==> src/rtl/wb_regfile_pkg.sv <==
// Shared constants for the writeback-stage register file.
package wb_regfile_pkg;

  localparam int WIDTH_DEF  = 32;
  localparam int ADDR_W_DEF = 4;
  localparam int NREGS_DEF  = 15;

  // Address 15 is the virtual PC register and has no storage.
  localparam logic [3:0] REG_PC = 4'd15;

endpackage

==> src/rtl/regfile_core.sv <==
// Architectural register storage: one synchronous write port, two
// combinational read ports and a synchronous clear.
module regfile_core #(
  parameter int WIDTH  = 32,
  parameter int NREGS  = 15,
  parameter int ADDR_W = 4
) (
  input  logic              clk,
  input  logic              reset,
  input  logic              writeEn,
  input  logic [ADDR_W-1:0] writeAddr,
  input  logic [WIDTH-1:0]  writeData,
  input  logic [ADDR_W-1:0] readAddr1,
  input  logic [ADDR_W-1:0] readAddr2,
  output logic [WIDTH-1:0]  readData1,
  output logic [WIDTH-1:0]  readData2
);

  logic [WIDTH-1:0] regs [NREGS];

  always_ff @(posedge clk) begin
    if (reset) begin
      for (int i = 0; i < NREGS; i++) begin
        regs[i] <= '0;
      end
    end else if (writeEn && (int'(writeAddr) < NREGS)) begin
      regs[writeAddr] <= writeData;
    end
  end

  // Addresses beyond the physical range read as zero; the wrapper replaces them.
  always_comb begin
    readData1 = '0;
    readData2 = '0;
    if (int'(readAddr1) < NREGS) readData1 = regs[readAddr1];
    if (int'(readAddr2) < NREGS) readData2 = regs[readAddr2];
  end

endmodule

==> src/rtl/wb_regfile.sv <==
// Writeback stage: result select, register commit with decode-read bypass,
// R15 substitution, PC redirect and a committed-write counter.
module wb_regfile
  import wb_regfile_pkg::*;
#(
  parameter int WIDTH  = WIDTH_DEF,
  parameter int NREGS  = NREGS_DEF,
  parameter int ADDR_W = ADDR_W_DEF
) (
  input  logic              clk,
  input  logic              reset,
  input  logic              RegWriteW,
  input  logic              MemtoRegW,
  input  logic              PCSrcW,
  input  logic [ADDR_W-1:0] WA3W,
  input  logic [WIDTH-1:0]  ReadDataW,
  input  logic [WIDTH-1:0]  ALUOutW,
  input  logic [ADDR_W-1:0] RA1D,
  input  logic [ADDR_W-1:0] RA2D,
  input  logic [WIDTH-1:0]  R15D,
  output logic [WIDTH-1:0]  RD1D,
  output logic [WIDTH-1:0]  RD2D,
  output logic [WIDTH-1:0]  ResultW,
  output logic              PCRedirectW,
  output logic [WIDTH-1:0]  PCTargetW,
  output logic [WIDTH-1:0]  WriteCountW
);

  logic             commitW;
  logic [WIDTH-1:0] storeData1;
  logic [WIDTH-1:0] storeData2;
  logic [WIDTH-1:0] writeCount;

  assign ResultW = MemtoRegW ? ReadDataW : ALUOutW;

  // Writes to the PC address only redirect fetch; they never reach storage.
  assign commitW = RegWriteW && (WA3W != ADDR_W'(REG_PC));

  regfile_core #(
    .WIDTH  (WIDTH),
    .NREGS  (NREGS),
    .ADDR_W (ADDR_W)
  ) core (
    .clk       (clk),
    .reset     (reset),
    .writeEn   (commitW),
    .writeAddr (WA3W),
    .writeData (ResultW),
    .readAddr1 (RA1D),
    .readAddr2 (RA2D),
    .readData1 (storeData1),
    .readData2 (storeData2)
  );

  // R15 wins over bypass so a PC write in W never leaks into decode operands.
  always_comb begin
    RD1D = storeData1;
    RD2D = storeData2;
    if (RA1D == ADDR_W'(REG_PC)) begin
      RD1D = R15D;
    end else if (commitW && !reset && (WA3W == RA1D)) begin
      RD1D = ResultW;
    end
    if (RA2D == ADDR_W'(REG_PC)) begin
      RD2D = R15D;
    end else if (commitW && !reset && (WA3W == RA2D)) begin
      RD2D = ResultW;
    end
  end

  assign PCRedirectW = PCSrcW && !reset;
  assign PCTargetW   = ResultW;

  always_ff @(posedge clk) begin
    if (reset) begin
      writeCount <= '0;
    end else if (commitW) begin
      writeCount <= writeCount + WIDTH'(1);
    end
  end

  assign WriteCountW = writeCount;

endmodule
==> config.mk <==
export PLATFORM = sky130hd
export DESIGN_NAME = wb_regfile
export DESIGN_NICKNAME = d
export VERILOG_FILES = /design/src/rtl/wb_regfile_pkg.sv /design/src/rtl/regfile_core.sv /design/src/rtl/wb_regfile.sv
export SDC_FILE = /design/constraint.sdc
export NUM_CORES = 1
export LEC_CHECK = 0
export ABC_CLOCK_PERIOD_IN_PS = 2900
export BUFFER_PORTS_ARGS = -buffer_cell sky130_fd_sc_hd__buf_2
export CORE_AREA = 2 2 271 273
export DETAILED_ROUTE_END_ITERATION = 8
export DIE_AREA = 0 0 273 275
export HOLD_SLACK_MARGIN = 0.03
export PLACE_DENSITY = 0.58
export SLEW_MARGIN = 15
export SYNTH_ARGS = -nofsm -noshare
export SYNTH_HDL_FRONTEND = slang
export SYNTH_SLANG_ARGS = --single-unit
==> constraint.sdc <==
create_clock -name clk -period 2.9 [get_ports clk]
set_input_delay 0.58 -clock clk [delete_from_list [all_inputs] [get_ports clk]]
set_output_delay 0.58 -clock clk [all_outputs]
set_load 0.05 [all_outputs]
==> results.md, run 1 <==
- The run finished, with violations left.
- The final reports fail on negative setup slack.
- For this run, the register share of the synthesized area comes to 56.1%.
- The total grt overflow is 0.
- In the final routed layout, each cell accounts on average for 27.4 um.
- The H-tree depth is 2.
- The worst min-delay path endpoint is core.regs[15][27].
- Ranked by total cell area, the synthesized netlist is headed by edfxtp_1 54%, mux4_2 20%, nor2_1 8.5%.
- The post-synthesis cell count is 2098.
- TritonCTS built the clock tree.
- The critical register-to-register path startpoint is WriteCountW[0].
- The setup slack at placement is -0.269 ns.
- The count of warnings emitted by yosys is 0.
- The transition time at the pin with the least slew margin is 0.659 ns.
- In this run the worst path has a maximum fanout of 7.
- At the end of the flow, the number of nets in the layout was 2598.
- In this run the tightest slew margin relative to its limit is 55.7%.
- The clock-pin slew reported for the worst setup and hold paths after clock tree synthesis is 0.06 ns.
- Setup violations remaining at the end of the flow were counted as 3.
- The sum of routed wire length over all layers is 95.4 mm.
- The commonest cells after synthesis are 646 x nor2_1, 512 x edfxtp_1, 256 x mux4_2, 137 x clkbuf_1, 128 x a22o_1.
- Across all layers, the routed design uses 20700 vias.
- The total inserted antenna cells is 0.
- Among all cell types in the netlist, the one instantiated most often is nor2_1.
- Setup repair after global routing could not meet its margin everywhere.
- For this run, the top clock speed supported by timing is 342 MHz.
- The number of pins exceeding their max-slew limit in the final report came to 0.
- The DRC violation count after routing is 0.
- The sequential share of power is 44.6%.
- In this run, the combinational gates consume 21.6% of the power.
- The critical path required time is 2.32 ns.
- The worst-case reg-to-reg path depth is 6.
- The share of final-layout standard cells stronger than drive strength 1 is 41.8%.
- The global routing stage identified its most utilized layer as met2.
- Once placement completed, the tool counted placed cells totaling 3336.
- The root buffer cell chosen for the clock tree is clkbuf_16.
- The most area-hungry cell type in the Yosys netlist is edfxtp_1.
- The count of flip-flops with a built-in enable after synthesis is 512.
- The initial DRC count is 2357.
- The number of global-route vias before repair was 21000.
- The number of register bits inferred by synthesis is 544.
- The met3 demand-to-capacity share in global routing is 5.06%.
- The launch point of the worst hold path is ReadDataW[27].
- In the synthesized netlist the dominant register cell turns out to be edfxtp_1.
- The maximum vdd drop is 0.509 mV.
- The clock latency on the worst-skew pair is 0.63 ns.
- The number of buffers created by CTS is 59.
- 274 I/O pins were placed.
- The number of endpoints with negative hold slack in the final report is 0.
- Input and output buffers added on the ports amount to 273.
- The number of antenna violations at the first check in global routing is 0.
- The maximum clock insertion buffer count is 3.
- Excluding fillers, the count of instances in the completed layout stands at 3487.
- The share of the cycle needed by the critical path after routing is 101%.
- The average size of a mapped cell is 13.6 um^2.
- The share of flip-flops with an asynchronous set or reset is 0%.
- The clock power share is 33.8%.
- On the final layout, the worst clock skew is 0.00575 ns.
- The static power due to leakage is 13.6 nW.
- The net switching power is 0.00595 W.
- The post-route antenna net violation count is 0.
- The initial utilization of the core area, before any placement, comes to 39.5%.
- The type of the tightest min-delay check is in -> reg.
- The power per unit of standard cell area is 557 mW/mm^2.
- In the routed layout, each cell is associated on average with a via count of 5.93.
- The core area is 0.0723 mm^2.
- STA classifies the critical path endpoint as a primary output.
- Net switching is 28.7% of the power.
- The area fraction of the dominant cell type after synthesis is 53.9%.
- The post-detailed-placement half-perimeter wirelength is 59.5 mm.
- The die covers 0.0751 mm^2.
- The master of the slowest instance on the critical path is mux4_2.
- The slack of the critical path is -0.0274 ns.
- The mapped netlist covers 0.0285 mm^2.
- The max capacitance violation total is 0.
- The synthesized netlist contains 38 unique library cells.
- The final RePlAce weighted congestion is 0.803.
- The global-route wire length before repair is 137 mm.
- The met1 capacity usage during global routing is 32.3%.
- From left edge to right edge, the die measures 273 um.
- The vertical die dimension is 275 um.
- The most critical setup path has its startpoint at RA1D[0].
- The cell depth of the worst min-delay path is 3.
- The initialized floorplan defines 99 standard-cell rows.
- The kind of critical path is in -> out.
- The startpoint kind of the worst setup timing path is an input pin.
- The count of clock tree sinks is 544.
- The iteration count of the initial detailed-routing pass is 5.
- Traced cell by cell, the critical path runs through clkbuf_16, buf_16, buf_16, mux4_2, a22o_1, nor2_2, buf_6, a221oi_4, buf_6.
- The maximum number of pins on one net before global-route repair is 49.
- The worst register-to-register path has a setup slack of 0.76 ns.
- After layout, the minimum clock period comes to 2.93 ns.
- Global routing used 24.9% of the available tracks.
- The area added between synthesis and finish is 30.6%.
- On the worst path, the slowest cell contributes a delay of 0.50 ns.
- At the worst endpoint, the arrival time is 2.35 ns.
- The endpoint of the worst-slack reg-to-reg timing path is WriteCountW[18].
- For met2 alone, demand over resource in global routing was 42.2%.
- The internal power summed over all cells is 0.0148 W.
critical path, delay by kind of cell:
| kind | cells | cell delay, ns |
|---|---|---|
| buf+inv | 5 | 0.78 |
| compound gates | 2 | 0.32 |
| simple gates | 1 | 0.15 |
| mux | 1 | 0.50 |
sequential cells by signal (all words and copies together) (netlist names):
name	cells
core.regs	512
WriteCountW	32
stage by stage:
step / hold slack (ns) / total power (W) / util [%] / instance area [um^2] / setup TNS [ns]
global placement: 0.479 / 0.0134 / 47.0 / 34000 / -7.74
detailed placement: 0.489 / 0.0135 / 47.0 / 34000 / -8.06
CTS: 0.333 / 0.0207 / 50.7 / 36600 / -0.354
finish: 0.365 / 0.0208 / 51.5 / 37300 / -0.0474
floorplan: 0.712 / 0.0121 / - / 29800 / -13.16
global route: 0.365 / 0.0214 / 51.5 / 37300 / -0.522
logic make-up (layout without fill, tap and decap cells):
logic type | count (synthesis) | after routing | share of synthesized area (%)
AOI/OAI and AO/OA | 201 | 201 | 6.06
xor gates and xnor gates | 36 | 36 | 1.10
adders and majority gates | 1 | 1 | 0.0438
buffers and inverters | 264 | 663 | 4.39
DFF | 544 | 544 | 56.1
muxes | 288 | 288 | 21.3
other | 1 | 32 | 0.0131
and+or+nand+nor | 763 | 763 | 11.0
cells in the final DEF (no fill, tap or decap), types with 12 or more instances in the layout:
master / Yosys / final
buf_2: 41 / 211
a221oi_4: 0 / 62
nand4_1: 16 / 16
nor2_1: 646 / 591
mux4_2: 256 / 256
xnor2_1: 16 / 14
buf_16: 0 / 17
clkbuf_16: 0 / 69
nand3_1: 16 / 12
buf_12: 0 / 80
inv_1: 33 / 33
buf_4: 50 / 147
conb_1: 1 / 32
a22o_1: 128 / 118
nor2_2: 0 / 43
nand2b_2: 0 / 16
edfxtp_1: 512 / 512
clkinv_2: 0 / 12
nor2_4: 0 / 12
dfxtp_1: 32 / 32
buf_6: 3 / 55
mux2i_2: 0 / 31
nand2_1: 28 / 28
xor2_1: 20 / 20
clkinv_1: 0 / 17
routing by layer:
layer,vias to the layer above,wire length [um],part of all wire (%)
met5,-,0,0
met4,0,2460,2.6
met3,142,8940,9.4
met2,1096,47900,50
met1,10700,36100,38
li1,8764,-,-
power by group through the flow:
stage	Sequential, W	Combinational, W	Clock [W]
after global placement	0.00937	0.00405	0
after global routing	0.00931	0.00467	0.00741
after floorplan	0.00934	0.00275	0
after detailed placement	0.00942	0.00408	0
final	0.00926	0.00449	0.00701
after CTS	0.00925	0.00434	0.00710
area by class of cell:
| class | count | area (um^2) |
|---|---|---|
| Clock inverter | 37 | 240 |
| Sequential cell | 544 | 16000 |
| Fill cell | 6035 | 35100 |
| Tap cell | 959 | 1200 |
| Multi-Input combinational cell | 1321 | 13000 |
| Inverter | 33 | 124 |
| Clock buffer | 68 | 1510 |
| Timing Repair Buffer | 525 | 5170 |
worst max path at each step:
stage                  endpoint  slack (ns)  cells past startpoint
floorplan           ResultW[10]       -0.32                      6
global placement       RD1D[31]       -0.28                      9
detailed placement     RD1D[31]       -0.27                      9
CTS                     RD1D[9]       -0.06                      9
global route           RD1D[25]       -0.06                      9
finish                 RD1D[15]       -0.03                      9
timing repair:
item / CTS / global route
gates resized for setup: 147 / 71
hold buffers: 0 / 0
setup buffers: 18 / 15
cloned: 7 / 10
setup endpoints to repair: 64 / 63
pin swaps: 20 / 54
(Power assumes the default switching activity.)
==> run 2, diff against run 1 <==
==> constraint.sdc (replaced) <==
create_clock -name clk -period 2.9 [get_ports clk]
set_input_delay 0.435 -clock clk [delete_from_list [all_inputs] [get_ports clk]]
set_output_delay 0.435 -clock clk [all_outputs]
set_load 0.05 [all_outputs]
==> run 2 against run 1 <==
  * The flow now finishes without violations
  * Critical path depth decreased by 4
  * Utilization decreased by 4.4 points
  * Cell count decreased by 2.6%
  * Global-route usage decreased by 0.31 points
==> results.md, run 2 (same netlist as run 1, synthesis figures left out) <==
- The maximum number of pins on one net before global-route repair is 49 (unchanged).
- The vias per cell was 5.95 (+0.40%).
- The count of clock tree sinks is 544 (unchanged).
- The total number of placement rows was 99 (unchanged).
- The total routing resource utilization after global routing is 24.6% (-0.31 points).
- The power per unit of standard cell area is 597 mW/mm^2 (+7.3%).
- The data arrival at the endpoint of the critical path was 2.38 ns (+0.03 ns).
- The flow ran to the end, and the final reports show no timing, DRC or antenna violations.
- The post-route antenna net violation count is 0 (unchanged).
- The maximum vdd drop came to 0.438 mV (-14%).
- The number of flip-flops in the largest register is 512 (unchanged).
- The endpoint type of the worst setup path is a primary output.
- The final RePlAce weighted congestion came to 0.809 (+0.65%).
- The signal on the critical path passes through mux4_2, a22o_1, nor2_1, a221oi_1, buf_2.
- The commonest non-fill, non-tap cell in the layout is nor2_1.
- The total inserted antenna cells is 0 (unchanged).
- The iteration count of the initial detailed-routing pass is 6 (+1).
- The clock latency on the worst-skew pair is 0.62 ns (about the same).
- The largest stage delay on the critical path is 0.49 ns (about the same).
- The total of endpoints with negative setup slack in the final report is 0 (-3).
- The number of endpoints with negative hold slack in the final report is 0 (unchanged).
- The global-route wire length before repair came to 135 mm (-1.2%).
- The vertical die dimension is 275 um (unchanged).
- The full die area was 0.0751 mm^2 (unchanged).
- The clock period minus final worst setup slack came to 2.81 ns (-0.114 ns).
- The number of nets in the final layout is 2503 (-3.7%).
- The H-tree depth is 2 (unchanged).
- The share of final-layout standard cells stronger than drive strength 1 came to 33.7% (-8.0 points).
- Setup repair after global routing left no endpoint under its margin.
- The static power due to leakage is 12.6 nW (-7.4%).
- The die extent in x is 273 um (unchanged).
- The number of global-route vias before repair is 20700 (-1.5%).
- The area of all placed cells without fillers came to 0.0341 mm^2 (-8.5%).
- The share of the cycle needed by the critical path after routing is 97.0% (-3.9 points).
- The count of filler cells inserted in the layout is 6384 (+5.8%).
- The clock-pin slew reported for the worst setup and hold paths after clock tree synthesis is 0.06 ns (about the same).
- The tree is rooted in a clkbuf_16.
- The final clock skew is 0.00944 ns (+0.00369 ns).
- The sum of negative setup slack is 0 ns (+0.0474 ns).
- The initial standard-cell utilization of the core was 39.5% (unchanged).
- The type of the tightest min-delay check is in -> reg.
- The core area is 0.0723 mm^2 (unchanged).
- The startpoint kind of the worst setup timing path is a flip-flop.
- The share of the core filled with cells came to 47.2% (-4.4 points).
- The sum of routed wire length over all layers is 92.2 mm (-3.3%).
- The number of buffers created by CTS is 59 (unchanged).
- The post-placement cell area came to 0.0321 mm^2 (-5.6%).
- The number of antenna violations at the first check in global routing is 0 (unchanged).
- The critical path required time was 2.47 ns (+0.15 ns).
- The total power of the final layout is 0.0204 W (-1.8%).
- The worst setup path is of the reg -> out kind.
- The total grt overflow came to 0 (unchanged).
- The top cell types in the final layout, fill and taps aside, are 641 x nor2_1, 512 x edfxtp_1, 258 x buf_2.
- The transition time at the pin with the least slew margin is 0.693 ns (+0.0349 ns).
- The number of vias after detailed routing was 20200 (-2.3%).
- The area growth from synthesis to layout is 19.5%.
- The DRC violation count after routing is 0 (unchanged).
- TritonCTS built the clock tree.
- The average wire per cell in the routed design is 27.2 um (-0.70%).
- The number of buffers added on ports is 273 (unchanged).
- The maximum fanout along the worst path is 2 (-5).
- The initial DRC count came to 2190 (-7.1%).
- The post-detailed-placement half-perimeter wirelength was 57.0 mm (-4.2%).
- The number of pins exceeding their max-slew limit in the final report is 0 (unchanged).
- The master of the slowest instance on the critical path is mux4_2.
- The max capacitance violation total is 0 (unchanged).
- The largest register by flop count is core.regs.
- The final hold slack came to 0.140 ns (-0.226 ns).
- The highest achievable clock rate is 355 MHz (+4.0%).
- The number of primary I/O pins is 274 (unchanged).
- The worst slew margin relative to its limit is 53.8% (-1.9 points).
- The maximum clock insertion buffer count is 3 (unchanged).
==> run 2: layout make-up <==
class | count | area (um^2) | area share, %
inverter | 33 | 124 | 0.363
timing repair buffer | 430 | 3270 | 9.58
sequential | 544 | 16000 | 46.9
clock buffer | 67 | 1510 | 4.42
clock inverter | 41 | 385 | 1.13
tap | 959 | 1200 | 3.52
multi-input combinational | 1321 | 11600 | 34.1
==> run 2: where the power goes <==
group          leakage, nW  switching, W  internal [W]  total [W]
logic                 6.55       0.00225       0.00140    0.00365
registers             5.15      0.000211       0.00904    0.00925
clock network        0.927       0.00316       0.00432    0.00748
total                 12.6       0.00561        0.0148     0.0204
==> run 2: what timing repair did <==
item,in CTS,in global routing
hold buffers,0,0
endpoints found under the setup margin,5,24
buffers inserted,3,2
resized for setup,0,4
==> run 2: critical path, delay by kind of cell, from the launching register on <==
family	cells	cell delay, ns
muxes	1	0.49
DFF	1	0.38
AOI/OAI and AO/OA	2	0.38
and+or+nand+nor	1	0.27
buffers and inverters	1	0.24
==> run 2: stage by stage <==
stage | std cells | setup WS (ns)
floorplan | 2129 | -0.300
global placement | 3282 | 0.0279
detailed placement | 3282 | -0.0280
CTS | 3393 | 0.0154
global route | 3395 | 0.00523
finish | 3395 | 0.0863
==> run 2: worst paths after layout <==
path                     startpoint              end  slack (ns)  cells after the start
setup / recovery  core.regs[11][17]         RD2D[17]        0.09                      5
hold reg to reg     WriteCountW[31]  WriteCountW[31]        0.50                      2
hold / removal            RegWriteW   WriteCountW[1]        0.14                      3
setup reg to reg     WriteCountW[0]  WriteCountW[30]        0.89                      6
==> run 2: layer usage <==
metal	track usage (%)	share of wire, %
met1	32.7	39
met2	41.0	48
met3	4.29	9.5
met4	7.98	3.2
met5	0	0
==> run 3, diff against run 2 <==
==> constraint.sdc (replaced) <==
create_clock -name clk -period 2.9 [get_ports clk]
set_input_delay 0.87 -clock clk [delete_from_list [all_inputs] [get_ports clk]]
set_output_delay 0.87 -clock clk [all_outputs]
set_load 0.05 [all_outputs]
==> run 3 against run 2 <==
  * Combinational power up 35%
  * Sequential cell count unchanged
  * Utilization up 7.5 points
  * Sequential power about the same
  * Total power up 4.4%
  * Count of clock-buffer cells in the layout up 10
  * The flow now finishes with violations (negative setup slack)
  * Maximum frequency down 19%
  * Setup slack worse by 0.67 ns
  * Die area unchanged
  * Clock skew down 0.0025 ns
==> results.md, run 3 (same netlist as run 1, synthesis figures left out) <==
- The data arrival at the endpoint of the critical path is 2.61 ns (+0.23 ns).
- The clock period minus final worst setup slack was 3.48 ns (+0.671 ns).
- The clock latency on the worst-skew pair came to 0.63 ns (about the same).
- The checks that failed: negative setup slack.
- The maximum clock insertion buffer count came to 3 (unchanged).
- The commonest non-fill, non-tap cell in the layout is nor2_1.
- The largest stage delay on the critical path is 0.50 ns (about the same).
- The number of global-route vias before repair is 21700 (+5.0%).
- The endpoint type of the worst setup path is a primary output.
- The area added between synthesis and finish is 38.6%.
- Setup repair after global routing could not meet its margin everywhere.
- The final clock skew is 0.00692 ns (-0.00253 ns).
- The critical register-to-register path startpoint is WriteCountW[0].
- The global-route wire length before repair is 145 mm (+7.5%).
- The total routing resource utilization after global routing is 26.7% (+2.1 points).
- The core area is 0.0723 mm^2 (unchanged).
- The vertical die dimension came to 275 um (unchanged).
- The full die area was 0.0751 mm^2 (unchanged).
- The total power of the final layout is 0.0213 W (+4.4%).
- The total grt overflow is 0 (unchanged).
- The path with the worst hold slack has its endpoint at WriteCountW[31].
- The share of final-layout standard cells stronger than drive strength 1 is 45.4% (+12 points).
- Ranked by flip-flop count, first place goes to core.regs.
- By instance count, the cell type seen most on the critical path is buf_16.
- The total of endpoints with negative setup slack in the final report is 105 (+105).
- The setup slack at placement is -0.754 ns (-0.726 ns).
- The final RePlAce weighted congestion is 0.828 (+2.4%).
- The iteration count of the initial detailed-routing pass is 6 (unchanged).
- The power per unit of standard cell area is 538 mW/mm^2 (-10%).
- The post-route antenna net violation count is 0 (unchanged).
- The count of non-filler cells in the finished layout is 3605 (+6.2%).
- The H-tree depth is 2 (unchanged).
- The vias per cell is 5.94 (-0.24%).
- The maximum fanout along the worst path is 7 (+5).
- The number of endpoints with negative hold slack in the final report came to 0 (unchanged).
- The highest achievable clock rate is 287 MHz (-19%).
- The number of flip-flops in the largest register is 512 (unchanged).
- The cell depth of the worst min-delay path is 2 (-1).
- STA classifies the critical path startpoint as an input pin.
- The worst setup path is of the in -> out kind.
- The sum of negative setup slack is -32.41 ns (-32.41 ns).
- The sequential share of power is 43.5% (-1.9 points).
- The DRC violation count after routing is 0 (unchanged).
- The switching fraction of total power is 28.7% (+1.1 points).
- The quantity of hold-fixing buffers added after cts is 0 (unchanged).
- Traced cell by cell, the critical path runs through buf_16, buf_16, buf_8, mux4_2, a22o_1, nor2_2, buf_4, a221oi_4, buf_6.
- The share of the cycle needed by the critical path after routing is 120% (+23 points).
- The worst register-to-register path ends at WriteCountW[30].
- Leaving out fill and tap cells, the most frequent cells in the layout are 591 x nor2_1, 512 x edfxtp_1, 256 x mux4_2.
- The worst slew margin relative to its limit is 52.9% (-0.92 points).
- The run finished, with violations left.
- The transition time at the pin with the least slew margin is 0.707 ns (+0.0138 ns).
- The die extent in x was 273 um (unchanged).
- The clock power share is 33.2% (-3.5 points).
- The number of buffers added on ports was 273 (unchanged).
- The reg-to-reg setup timing slack came to 0.91 ns (+0.02 ns).
- The max capacitance violation total was 0 (unchanged).
- The initial standard-cell utilization of the core was 39.5% (unchanged).
- The average wire per cell in the routed design is 28.2 um (+3.8%).
- The clock-pin slew reported for the worst setup and hold paths after clock tree synthesis is 0.06 ns (about the same).
- The number of antenna violations at the first check in global routing came to 5 (+5).
- The TritonCTS clock tree is built.
- The slack of the critical path was -0.585 ns (-0.671 ns).
- The number of pins exceeding their max-slew limit in the final report is 0 (unchanged).
- The critical path required time is 2.03 ns (-0.44 ns).
- The initial DRC count is 2360 (+7.8%).
- The sum of routed wire length over all layers is 102 mm (+10%).
- The root buffer selected by CTS is clkbuf_16.
- The cell count after placement is 3389 (+3.3%).
- The worst-case reg-to-reg path depth came to 6 (unchanged).
- The static power due to leakage came to 14.4 nW (+14%).
- The number of buffers created by CTS was 59 (unchanged).
- The maximum vdd drop is 0.470 mV (+7.4%).
- The maximum number of pins on one net before global-route repair is 49 (unchanged).
- The count of clock tree sinks is 544 (unchanged).
- The total number of placement rows is 99 (unchanged).
- The internal power summed over all cells is 0.0152 W (+2.8%).
- The number of vias after detailed routing is 21400 (+5.9%).
- The share of total power in combinational logic is 23.2% (+5.3 points).
- The number of primary I/O pins is 274 (unchanged).
- The number of nets in the final layout is 2711 (+8.3%).
- The net switching power is 0.00610 W (+8.6%).
- The startpoint identified for the worst hold timing path is WriteCountW[31].
- The type of the tightest min-delay check is reg -> reg.
- The master of the slowest instance on the critical path is mux4_2.
- The post-detailed-placement half-perimeter wirelength is 61.9 mm (+8.6%).
-- run 3: changes by cell type in the layout (fill, tap and decap cells not counted), moves of 31 or more --
cell,before,now
a221oi_1,51,0
buf_6,2,131
a221oi_4,0,64
nor2_1,641,591
buf_12,52,101
mux2i_4,0,32
clkinvlp_4,1,32
buf_2,258,151
inv_1,33,2
buf_4,116,203
-- run 3: final cells by class --
| cell class | instances | area, um^2 |
|---|---|---|
| multi-input cells | 1321 | 13400 |
| diodes | 3 | 7.51 |
| clock inverters | 30 | 180 |
| clock buffers | 77 | 1560 |
| repair buffers | 638 | 6980 |
| well taps | 959 | 1200 |
| inverters | 33 | 240 |
| fillers | 5776 | 32800 |
| flip-flops and latches | 544 | 16000 |
-- run 3: power by group through the flow --
stage | Clock, W | Sequential (W) | Combinational [W]
final | 0.00707 | 0.00926 | 0.00494
after global routing | 0.00744 | 0.00931 | 0.00513
after CTS | 0.00715 | 0.00926 | 0.00485
after detailed placement | 0 | 0.00942 | 0.00423
after global placement | 0 | 0.00938 | 0.00420
after floorplan | 0 | 0.00934 | 0.00300
-- run 3: critical path: cells and delay by family --
kind            cells  cell delay, ns
buf+inv             5            0.74
mux                 1            0.50
compound gates      2            0.34
simple gates        1            0.13
-- run 3: per-stage QoR --
stage | instance area, um^2 | hold WS [ns] | utilization (%)
final | 39600 | 0.529 | 54.7
after global routing | 39600 | 0.542 | 54.7
after CTS | 39100 | 0.506 | 54.1
after detailed placement | 35000 | 0.494 | 48.4
after global placement | 35000 | 0.474 | 48.4
after floorplan | 31100 | 0.712 | -
-- run 3: worst max path at each step --
stage / startpoint / end / slack [ns]
5_1_grt: RA2D[0] / RD2D[16] / -0.62
6_report: RA2D[0] / RD2D[16] / -0.58
3_5_place_dp: RA2D[0] / RD2D[1] / -0.75
4_1_cts: RA2D[0] / RD2D[30] / -0.55
2_1_floorplan: RA2D[0] / RD2D[10] / -0.49
3_3_place_gp: RA2D[0] / RD2D[1] / -0.76
-- run 3: timing repair --
action / CTS / global route
cloned: 19 / 5
buffers inserted: 65 / 29
setup endpoints to repair: 118 / 116
gates resized for setup: 366 / 47
pin swaps: 97 / 61
-- run 3: layer usage --
metal,track usage [%],routed length [um],up-vias
li1,-,-,9004
met1,35.7,38700,11000
met2,43.2,48900,1233
met3,5.18,10300,221
met4,10.4,3760,2
met5,0,11,-
